--- config.mk ---
export PLATFORM = sky130hd
export DESIGN_NAME = difference_unit
export DESIGN_NICKNAME = d
export VERILOG_FILES = /design/src/rtl/difference_unit_pkg.sv /design/src/rtl/difference_unit_diff_sub.sv /design/src/rtl/difference_unit.sv
export SDC_FILE = /design/constraint.sdc
export NUM_CORES = 1
export LEC_CHECK = 0
export BUFFER_PORTS_ARGS = -buffer_cell sky130_fd_sc_hd__buf_4
export CAP_MARGIN = 25
export CORE_MARGIN = 8
export CORE_UTILIZATION = 58
export DETAILED_ROUTE_END_ITERATION = 10
export GPL_ROUTABILITY_DRIVEN = 0
export PLACE_DENSITY = 0.84
export SYNTH_ARGS = -nofsm -noshare
export SYNTH_HDL_FRONTEND = slang
export SYNTH_SLANG_ARGS = --single-unit
--- constraint.sdc ---
create_clock -name clk -period 4.1 [get_ports clk]
set_clock_uncertainty 0.05 [all_clocks]
set_input_delay 0.82 -clock clk [delete_from_list [all_inputs] [get_ports clk]]
set_output_delay 0.82 -clock clk [all_outputs]
set_load 0.01 [all_outputs]
--- src/rtl/difference_unit_pkg.sv ---
// Shared constants for the difference unit: state encoding and default widths.
package difference_unit_pkg;

    localparam int DEFAULT_WIDTH = 8;
    localparam int DEFAULT_CNT_W = 8;

    typedef enum logic {
        ST_PRIME = 1'b0,
        ST_RUN   = 1'b1
    } state_t;

endpackage

--- src/rtl/difference_unit_diff_sub.sv ---
// Combinational WIDTH-bit subtractor: a - b modulo 2^WIDTH plus an unsigned borrow flag.
module diff_sub #(
    parameter int WIDTH = 8
) (
    input  logic [WIDTH-1:0] a,
    input  logic [WIDTH-1:0] b,
    output logic [WIDTH-1:0] diff,
    output logic             borrow
);

    logic [WIDTH:0] full;

    // The extra top bit goes to 1 exactly when a < b (unsigned).
    assign full   = {1'b0, a} - {1'b0, b};
    assign diff   = full[WIDTH-1:0];
    assign borrow = full[WIDTH];

endmodule

--- src/rtl/difference_unit.sv ---
// Recovers the increment stream from a running-sum stream: y[n] = x[n] - x[n-1] mod 2^WIDTH,
// with valid/ready on both sides and a single registered output stage.
module difference_unit
    import difference_unit_pkg::*;
#(
    parameter int WIDTH = DEFAULT_WIDTH,
    parameter int CNT_W = DEFAULT_CNT_W
) (
    input  logic             clk,
    input  logic             reset,
    input  logic             clear,
    input  logic [WIDTH-1:0] in_data,
    input  logic             in_valid,
    output logic             in_ready,
    output logic [WIDTH-1:0] out_data,
    output logic             out_valid,
    input  logic             out_ready,
    output logic             out_borrow,
    output logic             out_first,
    output logic [CNT_W-1:0] sample_cnt
);

    state_t           state;
    logic [WIDTH-1:0] prev;
    logic [WIDTH-1:0] diff;
    logic             borrow;
    logic             accept;

    diff_sub #(.WIDTH(WIDTH)) u_diff_sub (
        .a      (in_data),
        .b      (prev),
        .diff   (diff),
        .borrow (borrow)
    );

    // The output register may be refilled when empty or when it drains in this same cycle.
    assign in_ready = !clear && (!out_valid || out_ready);
    assign accept   = in_valid && in_ready;

    always_ff @(posedge clk or negedge reset) begin
        if (!reset) begin
            state      <= ST_PRIME;
            prev       <= '0;
            out_data   <= '0;
            out_valid  <= 1'b0;
            out_borrow <= 1'b0;
            out_first  <= 1'b0;
            sample_cnt <= '0;
        end else if (clear) begin
            // Restart the chain; a pending result is dropped, the data fields simply hold.
            state      <= ST_PRIME;
            prev       <= '0;
            out_valid  <= 1'b0;
            sample_cnt <= '0;
        end else if (accept) begin
            out_data   <= diff;
            out_borrow <= borrow;
            out_first  <= (state == ST_PRIME);
            out_valid  <= 1'b1;
            prev       <= in_data;
            sample_cnt <= sample_cnt + CNT_W'(1);
            state      <= ST_RUN;
        end else if (out_valid && out_ready) begin
            out_valid  <= 1'b0;
        end
    end

endmodule

==> impl_metrics.tcl <==
set metrics [dict create \
    grt_max_degree 29 \
    p_leak_nw 0.893 \
    setup_violations 0 \
    grt_pass1_wl_um 6090 \
    cp-start-kind "primary input" \
    yosys_warnings 0 \
    ys_types 40 \
    synthSimpleGateAreaFrac 0.233 \
    finalNetCount 227 \
    vias_per_cell 5.78 \
    tightestPinTransition_ps 730 \
    dieWidth_um 68.5 \
    fin_crit_ps 2620 \
    dr.first_iter.drc_count 54 \
    ctsHtreeMaxLevel 1 \
    synth_area_um2 1600 \
    syn_avg_cell_area_um2 9.14 \
    synthMuxAreaShare 0.00626 \
    critPathMaxFanout 11 \
    antenna_left 0 \
    synth_top_area_frac 0.438 \
    core_area_um2 2690 \
    critPathKind "primary input to output port" \
    cts_resized 0 \
    cts_sinks 28 \
    postSynthNetCount 198 \
    slew_viol_final 0 \
    initial_core_util 0.595 \
    ys_seq_area_frac 0.438 \
    cts_tree "yes" \
    grt_pass1_vias 1355 \
    rsz0062_at_grt "false" \
    diodes 0 \
    yosysTopAreaCell "dfrtp_1" \
    dr.pass1.iters 4 \
    antenna_found_initial 0 \
    synth_fa_ha_area_frac 0.0829 \
    io_pins 33 \
    wl_per_cell_um 15.4 \
    fp.dieH_um 68.5 \
    place_hpwl_um 2630 \
    clk_pin_slew_worst_paths_ps 150 \
    ctsHoldBuffers 0 \
    powerDensity_nw_per_um2 358 \
    cp_data_required_time_ps 3230 \
    slew_headroom 0.512 \
    yosys.area_share.xor_xnor 0.0329 \
    max_cap_violations 0 \
    portBuffers 32 \
    synthTopCellsByArea "dfrtp_1 44%, ha_1 7.0%, nand2_1 5.9%" \
    clk_latency_ps 330 \
    fp.dieArea_um2 4690 \
    overflow 0 \
    cp.arrival_ps 1750 \
    layout-drive-gt1-share 0.182 \
    synthCells 175 \
    cts_made_buffers 3 \
    vias 1352 \
    final-hold-violation-count 0 \
    irDropWorstVdd_v 0.000276 \
    finalSetupTns_ps 0 \
    synth_seq_cells 28 \
    wirelength_um 3610 \
    period_share 0.639 \
    areaGrowthSynthToFinish_pct 18.3 \
    status "finished, final reports clean" \
    clockBufferDepth 2 \
    hp-class "primary input to asynchronous set/reset pin" \
    finalNonFillerCells 234 \
    place_inst 230 \
    endpoint_kind "output port" \
    cts_root_buf "clkbuf_4" \
    track_usage 0.168 \
    synth_top_family_by_area "simple AND/OR/NAND/NOR gates" \
    fmax_mhz 382 \
    fillers 211 \
    post-route-drc-count 0 \
    rows 19 \
    synth-compound-area-share 0.156 \
    post_cts_buffers 0 \
]
-- area by class of cell --
class,instances,area [µm²],share of cell area
timing repair buffer,32,240,0.127
inverter,11,41.3,0.0218
sequential,28,701,0.370
clock inverter,1,30.0,0.0159
clock buffer,3,22.5,0.0119
multi-input combinational,128,818,0.433
tap,31,38.8,0.0205
-- logic make-up after synthesis --
| group | after synthesis |
|---|---|
| adder cells (fa/ha/maj) | 10 |
| multiplexers | 1 |
| buffers and inverters | 19 |
| XOR/XNOR | 6 |
| AND/OR/NAND/NOR | 74 |
| flip-flops | 28 |
| AO/OA/AOI/OAI | 37 |
-- cells in the mapped netlist (all sizes together) --
cell type  number
and2            2
xor2            4
fa              1
nand2b          7
a221oi          1
and3            1
ha              9
clkbuf          5
nor2b           3
buf             3
a21o            1
xnor2           2
nor2           14
o221ai          1
o2111ai         2
nor4b           3
mux2i           1
inv            11
a211oi          1
a22o            1
a21oi          10
nor4            2
or3             3
a311oi          2
nand4           1
o21a            6
o211ai          1
or3b            1
nand2          25
o31ai           2
o21ai           6
dfrtp          28
nand3           8
nor3            2
or4             2
o31a            3
-- final timing paths --
kind                                 from             to  slack [ps]  depth (start not counted)
worst max-delay path            out_ready       in_ready        1480                          4
worst min-delay path                reset    out_data[4]         320                          1
worst max register to register    prev[1]    out_data[5]        2200                          6
worst min register to register      state      out_first         410                          1
max in group asynchronous           reset  sample_cnt[1]        3410                          1
min in group clk                    state      out_first         410                          1
-- worst max-delay path: stages --
cell and delay [ps]:
buf_4 110, nor2b_1 570, nor2_1 80, buf_4 170
-- metrics by stage --
stage	total power [mW]	worst slack (ps)	utilization	area, µm²	hold slack [ps]
after floorplan	0.427	1750	-	1600	378
after global placement	0.495	1530	0.685	1840	388
after detailed placement	0.502	1500	0.685	1840	392
after CTS	0.687	1500	0.704	1890	323
after global routing	0.718	1380	0.704	1890	321
final	0.677	1480	0.704	1890	324
-- routing by layer --
layer / share of wire / wire length, µm / vias to the layer above / global-route usage
met3: 0.069 / 250 / 9 / 0.0291
met4: 0.028 / 100 / 0 / 0.0844
met1: 0.42 / 1530 / 627 / 0.206
met5: 0 / 0 / - / 0
li1: - / - / 665 / -
met2: 0.48 / 1730 / 51 / 0.279
-- power by group --
group          switching (mW)  internal, mW  leakage (nW)
clock                  0.0822        0.0989        0.0279
sequential             0.0177         0.304         0.366
combinational          0.0911        0.0831         0.499
-- cell usage in the layout (no fill, tap or decap), types with 3 or more instances in the layout --
cell type   n
ha_1        9
nand3_1     8
dfrtp_1    28
o21ai_1     4
xor2_1      4
buf_4      32
clkbuf_4    3
inv_1      11
o21a_1      6
nor2_1     14
a21oi_1    10
nand2_1    25
o31a_1      3
nor2b_1     3
or3_1       3
nand2b_1    6
nor4b_1     3
-- flip-flops by register name, indices dropped and copies added, names as in the netlist --
register and count:
out_first 1, out_borrow 1, sample_cnt 8, prev 8
out_valid 1, state 1, out_data 8
(Power assumes the default switching activity.)
